===== src/rtl/load_counter_pkg.sv =====
// -----------------------------------------------------------------------------
// load_counter_pkg
// Shared constants and helpers for the loadable up-counter.
//   DEFAULT_WIDTH : default counter width (4 bits)
//   all_ones_f()  : all-ones value for a given width (1..32), returned in 32 bits
//                   so callers can cast it down to their own WIDTH.
// -----------------------------------------------------------------------------
package load_counter_pkg;

    localparam int DEFAULT_WIDTH = 4;

    // All-ones mask of the requested width, right-aligned in 32 bits.
    function automatic logic [31:0] all_ones_f(input int unsigned width);
        return 32'hFFFF_FFFF >> (32'd32 - width);
    endfunction

endpackage


===== src/rtl/load_counter_next.sv =====
// -----------------------------------------------------------------------------
// load_counter_next
// Combinational next-state and terminal-count logic for load_counter.
// Configuration macro: LOAD_COUNTER_SATURATE_EN
//   undefined : an enabled increment at all-ones wraps to 0
//   defined   : an enabled increment at all-ones holds at all-ones
// Ports:
//   count_i      : current counter value
//   data_in_i    : parallel-load value
//   load_i       : load strobe (wins over enable)
//   enable_i     : count enable
//   count_next_o : value the register takes on the next edge
//   tc_o         : terminal count (all-ones, enabled, not loading)
// -----------------------------------------------------------------------------
module load_counter_next
    import load_counter_pkg::*;
#(
    parameter int WIDTH = DEFAULT_WIDTH
) (
    input  logic [WIDTH-1:0] count_i,
    input  logic [WIDTH-1:0] data_in_i,
    input  logic             load_i,
    input  logic             enable_i,
    output logic [WIDTH-1:0] count_next_o,
    output logic             tc_o
);

    localparam logic [WIDTH-1:0] ALL_ONES = WIDTH'(all_ones_f(WIDTH));
    localparam logic [WIDTH-1:0] ONE      = WIDTH'(1'b1);

    logic at_max_s;

    // Priority select of the next count value and terminal-count decode.
    always_comb begin
        at_max_s     = (count_i == ALL_ONES);
        tc_o         = at_max_s & enable_i & ~load_i;
        count_next_o = count_i;
        if (load_i) begin
            count_next_o = data_in_i;
        end else if (enable_i) begin
`ifdef LOAD_COUNTER_SATURATE_EN
            if (at_max_s) begin
                count_next_o = ALL_ONES;
            end else begin
                count_next_o = count_i + ONE;
            end
`else
            // WIDTH-bit addition drops the carry, giving the modulo wrap.
            count_next_o = count_i + ONE;
`endif
        end else begin
            count_next_o = count_i;
        end
    end

endmodule


===== src/rtl/load_counter.sv =====
// -----------------------------------------------------------------------------
// load_counter
// Presettable synchronous up-counter with parallel load, count enable and a
// combinational terminal-count flag. Load has priority over counting.
// Configuration macro: LOAD_COUNTER_SATURATE_EN (saturate at all-ones instead
// of wrapping; handled inside load_counter_next).
// Ports:
//   clk     : rising-edge clock
//   rst     : asynchronous active-high reset, clears count to 0
//   load    : synchronous parallel-load strobe
//   enable  : count enable
//   data_in : value loaded when load is high
//   count   : current counter value (register output)
//   tc      : terminal count, high when count is all-ones, enable=1, load=0
// -----------------------------------------------------------------------------
module load_counter
    import load_counter_pkg::*;
#(
    parameter int WIDTH = DEFAULT_WIDTH
) (
    input  logic             clk,
    input  logic             rst,
    input  logic             load,
    input  logic             enable,
    input  logic [WIDTH-1:0] data_in,
    output logic [WIDTH-1:0] count,
    output logic             tc
);

    logic [WIDTH-1:0] count_q;
    logic [WIDTH-1:0] count_d;

    load_counter_next #(
        .WIDTH        (WIDTH)
    ) u_next (
        .count_i      (count_q),
        .data_in_i    (data_in),
        .load_i       (load),
        .enable_i     (enable),
        .count_next_o (count_d),
        .tc_o         (tc)
    );

    // Counter register with asynchronous clear.
    always_ff @(posedge clk or posedge rst) begin
        if (rst) begin
            count_q <= {WIDTH{1'b0}};
        end else begin
            count_q <= count_d;
        end
    end

    assign count = count_q;

endmodule


===== config.mk =====
export PLATFORM = sky130hd
export DESIGN_NAME = load_counter
export DESIGN_NICKNAME = d
export VERILOG_FILES = /design/src/rtl/load_counter_pkg.sv /design/src/rtl/load_counter_next.sv /design/src/rtl/load_counter.sv
export SDC_FILE = /design/constraint.sdc
export NUM_CORES = 1
export LEC_CHECK = 0
export CAP_MARGIN = 0
export CORE_AREA = 2 2 39 41
export DETAILED_ROUTE_END_ITERATION = 10
export DIE_AREA = 0 0 41 43
export MAX_ROUTING_LAYER = met4
export SYNTH_ARGS = -nofsm -noshare
export SYNTH_HDL_FRONTEND = slang
export SYNTH_HIERARCHICAL = 1
export SYNTH_SLANG_ARGS = --single-unit

===== constraint.sdc =====
create_clock -name clk -period 1.4 [get_ports clk]
set_clock_uncertainty 0.05 [all_clocks]
set_input_delay 0.35 -clock clk [delete_from_list [all_inputs] [get_ports clk]]
set_output_delay 0.35 -clock clk [all_outputs]
set_load 0.01 [all_outputs]

==> results of run 1 <==
cell usage after synthesis:
cell      count
xor2_1        1
nand4_2       1
o21ai_0       2
dfrtp_1       4
mux2_2        1
ha_1          1
nand2_1       5
xnor2_1       2
mux2i_1       1
o21ai_1       1
inv_1         1
clkbuf_1      1
nor3_1        1
cells by family (layout without fill, tap and decap cells):
logic type                 count (synthesis)  after routing  share of synthesized area, %
and+or+nand+nor                            7              7                         16.57
xor gates and xnor gates                   3              3                         12.00
adders and majority gates                  1              1                         5.713
buffers and inverters                      2             25                         3.425
muxes                                      2              2                         9.714
DFF                                        4              4                         45.72
AOI/OAI and AO/OA                          3              3                         6.855
repair_timing:
action	4_1_cts	5_1_grt
setup endpoints to repair	5	6
resized for setup	17	5
pin swaps	3	1
setup buffers	2	0
layout make-up:
cell class | instances | share of cell area, %
well taps | 16 | 4.598
multi-input cells | 16 | 29.60
flip-flops and latches | 4 | 22.99
clock buffers | 3 | 5.172
inverters | 1 | 0.8621
repair buffers | 21 | 36.78
metal layers:
layer | GRT usage [%] | vias to the layer above | share of wire, %
met5 | - | - | 0
met4 | 8.000 | 0 | 0
met3 | 3.141 | 0 | 10
met2 | 11.25 | 10 | 49
met1 | 9.416 | 107 | 41
li1 | - | 119 | -
worst max path at each step:
stage               endpoint  cells after the start  slack (ns)
global route              tc                      4       -0.15
global placement          tc                      4       -0.62
finish                    tc                      4       -0.05
floorplan                 tc                      3        0.03
CTS                       tc                      4       -0.06
detailed placement        tc                      4       -0.64
power by group:
group | internal (mW) | total (mW) | switching (mW)
Clock | 0.0957 | 0.140 | 0.0447
Sequential | 0.132 | 0.140 | 0.00799
Combinational | 0.0805 | 0.141 | 0.0603
==> impl_metrics.tcl, run 1 <==
set metrics [dict create \
    slowest_stage "dfrtp_1" \
    slowest_delay_ns 0.34 \
    initial_core_util_pct 15.82 \
    ys_seq_elements 4 \
    dp_slack_ns -0.6352 \
    routed_wl_um 576 \
    antenna_cells 0 \
    vdd_ir_drop_max_mv 0.3089 \
    cts_made_buffers 3 \
    antenna_left 0 \
    ys_seq_area_share_pct 45.71 \
    place_area_sq_um 407.9 \
    cpLargestDelayFamily "flip-flops" \
    worst_pin_slew_ns 0.1801 \
    crit_required_ns 1.00 \
    cts_max_level 1 \
    syn_inst 22 \
    fillCellCount 153 \
    dr.first_iter.drc_count 1 \
    syn_avg_cell_area_sq_um 9.953 \
    grt.total_usage_pct 8.566 \
    rsz0062_at_grt "true" \
    cp-startpoint "count[1]$_DFF_PP0_" \
    hold_violations 0 \
    maxSlewViolCount 0 \
    status "complete, but fails checks" \
    cts-root-buf "clkbuf_4" \
    synth_area_leaders "dfrtp_1 46%, nand2_1 8.6%, xnor2_1 8.0%" \
    grt_max_degree 8 \
    path_cells "ha_2, nand2_2, nor3_2, buf_2" \
    synthesis.nets 31 \
    final_common_cell "buf_4" \
    post-dp-hpwl_um 453.2 \
    min_period_ns 1.452 \
    period_share_pct 103.7 \
    port_buffers 12 \
    die_h_um 43 \
    fmax_mhz 688.6 \
    clk_pin_slew_ns 0.04 \
    die_area_sq_mm 0.001763 \
    areaGrowthSynthToFinish_pct 98.86 \
    critical_path_class "reg -> out" \
    worst_ep_arrival_time_ns 1.05 \
    fp.coreArea_sq_mm 0.001384 \
    antenna_found_initial 0 \
    relSlewSlack_pct 87.87 \
    cp_max_fo 2 \
    leakagePower_nw 0.2085 \
    dp.cells 56 \
    synth_top_cell_by_area "dfrtp_1" \
    whs_ns 0.2550 \
    finalPower_uw 420.9 \
    startpoint_type "register" \
    dr.pass1.iters 2 \
    ff_latch_area_sq_um 100.1 \
    final_cell_count_no_fill 61 \
    grt_pass1_vias 248 \
    r2r-start "count[1]$_DFF_PP0_" \
    setup_violations 1 \
    reg2reg_slack_ns 0.08 \
    layout_common_cells "9 x buf_4, 5 x clkdlybuf4s50_1, 4 x dfrtp_1, 4 x clkbuf_2, 4 x nand2_1" \
    design_area_sq_um 435.4 \
    drc 0 \
    synth_cell_types 13 \
    finalSetupTns_ns -0.05226 \
    syn_area_sq_um 219.0 \
    reg2reg_to "count[2]$_DFF_PP0_" \
    cts_tree "built" \
    multi_input_area_sq_um 128.9 \
    via_per_inst 3.869 \
    reg2reg_depth 7 \
    setup_ws_ns -0.05226 \
    rows 14 \
    clock_sinks 4 \
    boundaryPins 13 \
    worst_skew_pair.late_latency_ns 0.23 \
    hold_path_class "in -> async" \
    worst_setup_path_end_kind "output port" \
    path_buf_inv 1 \
    grt-ovfl-total 0 \
    drive_above_1_share_pct 51.11 \
    gp_congestion 0.6745 \
    clockBufferDepth 2 \
    die-width_um 41 \
    nets 56 \
    cellPowerDensity_mw_per_mm2 966.6 \
    yosysWarnings 6 \
    violations "negative setup slack" \
    grt_pass1_wl_um 903 \
    wire_per_inst_um 9.443 \
    cap_viol_max_count 0 \
    num_vias 236 \
    largest_reg_flops 4 \
    postLayoutCoreUtil_pct 31.46 \
    post-synth-top-area-fraction_pct 45.71 \
    cts_hold_buf 0 \
]
Note: power is estimated with default switching activity, not from simulation.
==> run 2, diff against run 1 <==
--- a/config.mk
+++ b/config.mk
@@ -9,6 +9,7 @@
 export CORE_AREA = 2 2 39 41
 export DETAILED_ROUTE_END_ITERATION = 10
 export DIE_AREA = 0 0 41 43
+export DONT_BUFFER_PORTS = 1
 export MAX_ROUTING_LAYER = met4
 export SYNTH_ARGS = -nofsm -noshare
 export SYNTH_HDL_FRONTEND = slang
==> run 2 against run 1 <==
The run still ends with negative setup slack left; cell count shrank 28%; combinational power fell by 52%; design area fell by 32%; clock power about the same; setup slack worse by 0.019 ns; power fell by 16%; sequential share of layout area rose by 11 points; register-to-register slack better by 0.17 ns; critical endpoint unchanged.
==> impl_metrics.tcl, run 2 (same netlist as run 1, synthesis figures left out) <==
set metrics [dict create \
    status "complete, but fails checks" \
    violations "negative setup slack" \
    final_cell_count_no_fill 44 \
    num_vias 165 \
    gp_congestion 0.6494 \
    seq_power_share_pct 42.1 \
    min_period_ns 1.471 \
    cts_tree "built" \
    cellPowerDensity_mw_per_mm2 1193 \
    p_int_uw 263.1 \
    cts_max_level 1 \
    fmax_mhz 679.9 \
    relSlewSlack_pct 84.88 \
    worst_pin_slew_ns 0.2269 \
    fp.coreArea_sq_mm 0.001384 \
    whs_ns 0.1702 \
    startpoint_type "register" \
    port_buffers 0 \
    die_h_um 43 \
    path_cells "ha_1, nand2_2, nor3_2, buf_4" \
    grt-ovfl-total 0 \
    nets 39 \
    clk_pin_slew_ns 0.04 \
    reg2reg_depth 4 \
    ff_latch_area_sq_um 100.1 \
    r2r-start "count[1]$_DFF_PP0_" \
    multi_input_area_sq_um 118.9 \
    rows 14 \
    switching_power_uw 92.15 \
    drc 0 \
    cts_made_buffers 3 \
    routed_wl_um 461 \
    p_comb_share_pct 19.0 \
    worst_skew_pair.late_latency_ns 0.23 \
    crit_required_ns 1.00 \
    rsz0062_at_grt "true" \
    antenna_found_initial 0 \
    cts-root-buf "clkbuf_4" \
    drive_above_1_share_pct 35.71 \
    grt_max_degree 9 \
    worst_setup_path_end_kind "output port" \
    maxSlewViolCount 0 \
    die_area_sq_mm 0.001763 \
    slowest_stage "dfrtp_1" \
    largest_reg_flops 4 \
    hold_violations 0 \
    fillCellCount 154 \
    swShare_pct 25.94 \
    wire_per_inst_um 10.48 \
    holdPathEnd "count[2]$_DFF_PP0_" \
    top_layer_used "met3" \
    hold_path_class "in -> reg" \
    areaGrowthSynthToFinish_pct 36.00 \
    period_share_pct 105.1 \
    met1_length_um 213 \
    postLayoutCoreUtil_pct 21.52 \
    reg2reg_slack_ns 0.25 \
    clock_sinks 4 \
    p_clk_share_pct 38.9 \
    dr.pass1.iters 2 \
    vdd_ir_drop_max_mv 0.1787 \
    via_per_inst 3.750 \
    leakagePower_nw 0.1333 \
    wl_met2_um 186 \
    die-width_um 41 \
    grt.total_usage_pct 6.722 \
    critical_path_class "reg -> out" \
    antenna_cells 0 \
    grt_pass1_wl_um 669 \
    worstHoldStart "load" \
    clockBufferDepth 2 \
    boundaryPins 13 \
    wl_met3_um 61 \
    min_delay_path_depth 1 \
    slowest_delay_ns 0.34 \
    setup_ws_ns -0.07079 \
    setup_violations 1 \
    dp.cells 40 \
    layout_common_cells "4 x dfrtp_1, 4 x nand2_1, 3 x clkbuf_4, 3 x buf_4" \
    cp_max_fo 2 \
    dr.first_iter.drc_count 3 \
    antenna_left 0 \
    reg2reg_to "count[3]$_DFF_PP0_" \
    grt_pass1_vias 185 \
    cap_viol_max_count 0 \
    worst_ep_arrival_time_ns 1.07 \
    initial_core_util_pct 15.82 \
]
run 2: cell count changes in the layout (fill, tap and decap cells not counted), moves of 2 or more:
cell	before	now
buf_4	9	3
clkdlybuf4s50_1	5	0
clkbuf_2	4	0
dlygate4sd2_1	2	0
run 2: what timing repair did:
item,in CTS,in global routing
buffers inserted,0,0
setup endpoints to repair,1,1
gates resized for setup,2,0
hold buffers,1,0
hold endpoints to repair,4,0
run 2: power groups by stage:
stage	Clock, mW	Combinational, mW	Sequential (mW)
4_1_cts	0.151	0.0699	0.150
2_1_floorplan	0	0.0382	0.157
5_1_grt	0.153	0.0776	0.152
3_5_place_dp	0	0.0651	0.151
6_report	0.138	0.0675	0.150
3_3_place_gp	0	0.0644	0.151
run 2: area by class of cell:
cell class	count	share of cell area, %
multi-input cells	16	39.92
flip-flops and latches	4	33.61
repair buffers	4	10.92
clock buffers	3	7.563
well taps	16	6.723
inverters	1	1.261
run 2: critical path, delay by kind of cell, from the launching register on:
| family | cells | cell delay, ns |
|---|---|---|
| flops | 1 | 0.34 |
| simple gates | 2 | 0.21 |
| fa+ha+maj | 1 | 0.16 |
| buf+inv | 1 | 0.13 |
run 2: worst max path at each step:
stage / from / cells past startpoint / slack (ns) / endpoint
after global placement: count[0]$_DFF_PP0_ / 4 / 0.14 / tc
after CTS: count[1]$_DFF_PP0_ / 4 / -0.09 / tc
after detailed placement: count[1]$_DFF_PP0_ / 4 / 0.12 / tc
final: count[0]$_DFF_PP0_ / 4 / -0.07 / tc
after global routing: count[0]$_DFF_PP0_ / 4 / -0.15 / tc
after floorplan: count[0]$_DFF_PP0_ / 3 / 0.03 / tc
run 2: metal layers:
layer  up-vias  track usage [%]
li1         87                -
met1        68            7.190
met2        10            6.563
met3         0            3.665
met4         0            10.00
met5         -                -
run 2: per-stage QoR:
stage / power [mW] / instance area, sq um / TNS (ns) / setup WS [ns]
final: 0.3553 / 297.8 / -0.07079 / -0.07079
after global routing: 0.3828 / 297.8 / -0.1452 / -0.1452
after CTS: 0.3707 / 297.8 / -0.09320 / -0.09320
after detailed placement: 0.2166 / 257.7 / 0 / 0.1208
after global placement: 0.2154 / 257.7 / 0 / 0.1443
after floorplan: 0.1954 / 219.0 / 0 / 0.03385
==> run 3, diff against run 2 <==
--- a/config.mk
+++ b/config.mk
@@ -13,5 +13,5 @@
 export MAX_ROUTING_LAYER = met4
 export SYNTH_ARGS = -nofsm -noshare
 export SYNTH_HDL_FRONTEND = slang
-export SYNTH_HIERARCHICAL = 1
 export SYNTH_SLANG_ARGS = --single-unit
+export TNS_END_PERCENT = 20
==> run 3 against run 2 <==
The run still ends with negative setup slack left; combinational power fell by 2%; count of clock-buffer cells in the layout did not move; critical path depth did not move; global-route usage rose by 0.19 points; setup slack got worse by 0.0071 ns; synthesized cell count did not move; cell count did not move; non-clock buffer count did not move; power fell by 0.79%; hold slack improved by 0.012 ns; clock power barely moved; die area did not move; critical endpoint unchanged; largest power group unchanged.
==> impl_metrics.tcl, run 3 <==
set metrics [dict create \
    critical_path_class "reg -> out" \
    dr.first_iter.drc_count 1 \
    syn_area_sq_um 212.7 \
    path_buf_inv 1 \
    cap_viol_max_count 0 \
    worst_pin_slew_ns 0.2153 \
    worst_skew_pair.late_latency_ns 0.23 \
    ys_seq_elements 4 \
    setup_ws_ns -0.07790 \
    status "complete, but fails checks" \
    fp.coreArea_sq_mm 0.001384 \
    hold_path_class "in -> reg" \
    yosys.area_share.simple_pct 14.12 \
    drive_above_1_share_pct 32.14 \
    fmax_mhz 676.6 \
    synth_area_leaders "dfrtp_1 47%, nand2_1 8.8%, xnor2_1 8.2%" \
    relSlewSlack_pct 85.65 \
    cpLargestDelayFamily "flip-flops" \
    postLayoutCoreUtil_pct 21.07 \
    ys.flop_type "dfrtp_1" \
    boundaryPins 13 \
    rows 14 \
    setup_violations 1 \
    clock_sinks 4 \
    vdd_ir_drop_max_mv 0.2325 \
    routed_wl_um 481 \
    grt_pass1_wl_um 683 \
    drc 0 \
    maxSlewViolCount 0 \
    hold_violations 0 \
    worst_ep_arrival_time_ns 1.08 \
    yosysMostFrequentCell "nand2_1" \
    yosysWarnings 0 \
    slowest_delay_ns 0.34 \
    cp_max_fo 2 \
    synth-xor-area-share_pct 12.35 \
    post-synth-top-area-fraction_pct 47.06 \
    period_share_pct 105.6 \
    dr.pass1.iters 2 \
    cts-root-buf "clkbuf_4" \
    gp_congestion 0.6288 \
    grt-ovfl-total 0 \
    path_cells "ha_1, nand2_2, nor3_2, buf_4" \
    synth_cell_types 12 \
    num_vias 175 \
    antenna_cells 0 \
    finalPower_uw 352.5 \
    slowest_stage "dfrtp_1" \
    grt_max_degree 9 \
    die-width_um 41 \
    port_buffers 0 \
    dp_slack_ns 0.1096 \
    cts_made_buffers 3 \
    rsz0062_at_grt "true" \
    grt.total_usage_pct 6.907 \
    antenna_left 0 \
    synthesis.nets 31 \
    synth_top_family_by_area "simple AND/OR/NAND/NOR gates" \
    ys_seq_area_share_pct 47.06 \
    syn_avg_cell_area_sq_um 9.668 \
    initial_core_util_pct 15.37 \
    syn_inst 22 \
    crit_required_ns 1.00 \
    wire_per_inst_um 10.93 \
    layout_common_cells "4 x nand2_1, 4 x dfrtp_1, 3 x o21ai_0, 3 x clkbuf_4, 3 x buf_4" \
    synth_fa_ha_area_share_pct 5.882 \
    cts_tree "built" \
    finalSetupTns_ns -0.07790 \
    synth_top_cell_by_area "dfrtp_1" \
    die_area_sq_mm 0.001763 \
    violations "negative setup slack" \
    async_flop_share_pct 100.0 \
    cts_max_level 1 \
    synth_compound_area_share_pct 7.059 \
    min_period_ns 1.478 \
    via_per_inst 3.977 \
    antenna_found_initial 0 \
    startpoint_type "register" \
    synthMuxAreaShare_pct 10.00 \
    leakagePower_nw 0.1273 \
    synth_edf_count 0 \
    die_h_um 43 \
    largest_reg_flops 4 \
    areaGrowthSynthToFinish_pct 37.06 \
    clk_pin_slew_ns 0.04 \
    nets 39 \
    clockBufferDepth 2 \
    worst_setup_path_end_kind "output port" \
    grt_pass1_vias 162 \
    synthTopCellsByCount "5 x nand2_1, 4 x dfrtp_1, 3 x o21ai_0" \
    cellPowerDensity_mw_per_mm2 1209 \
]
[run 3: cell counts after synthesis]
Identical to the previous run, type by type.
[run 3: what timing repair did]
action,4_1_cts,5_1_grt
endpoints found under the setup margin,1,1
resized for setup,2,0
hold buffers,1,0
setup buffers,0,0
hold endpoints to repair,4,0
[run 3: stage by stage]
stage	hold WS (ns)	std cells	instance area, sq um
2_1_floorplan	0.06608	22	212.7
3_3_place_gp	0.07897	40	251.5
3_5_place_dp	0.09114	40	251.5
4_1_cts	0.1733	44	291.5
5_1_grt	0.1874	44	291.5
6_report	0.1821	44	291.5
[run 3: cell type report]
cell class / instances / area [sq um]
Clock buffer: 3 / 22.52
Timing Repair Buffer: 4 / 32.53
Fill cell: 161 / 1092
Tap cell: 16 / 20.02
Multi-Input combinational cell: 16 / 112.6
Sequential cell: 4 / 100.1
Inverter: 1 / 3.754
[run 3: kinds of logic after synthesis]
family          after synthesis
simple gates                  7
flops                         4
compound gates                3
xor+xnor                      3
buf+inv                       2
mux                           2
fa+ha+maj                     1
[run 3: layer usage]
layer	vias to the layer above	GRT usage, %	routed length (um)
met5	-	-	0
met4	0	6.000	6
met3	2	4.712	50
met2	8	9.063	218
met1	79	6.472	206
li1	86	-	-
[run 3: worst paths after layout]
check | start | end | slack, ns | depth (start not counted)
max in group asynchronous | rst | count[3]$_DFFE_PP0P_ | 0.75 | 2
worst min register to register | count[1]$_DFFE_PP0P_ | count[1]$_DFFE_PP0P_ | 0.63 | 3
worst max-delay path | count[0]$_DFFE_PP0P_ | tc | -0.08 | 4
worst min-delay path | load | count[1]$_DFFE_PP0P_ | 0.18 | 1
worst max register to register | count[0]$_DFFE_PP0P_ | count[3]$_DFFE_PP0P_ | 0.24 | 4
min in group asynchronous | rst | count[0]$_DFFE_PP0P_ | 0.39 | 2
[run 3: power breakdown]
| group | total [mW] | internal (mW) | switching (mW) |
|---|---|---|---|
| clock | 0.138 | 0.0955 | 0.0421 |
| sequential | 0.149 | 0.132 | 0.0172 |
| combinational | 0.0660 | 0.0351 | 0.0308 |
[run 3: worst register-to-register path: stages, from the launching register on]
cell	delay, ns
dfrtp_1	0.34
buf_4	0.14
nand4_1	0.11
xnor2_1	0.14
mux2_2	0.26
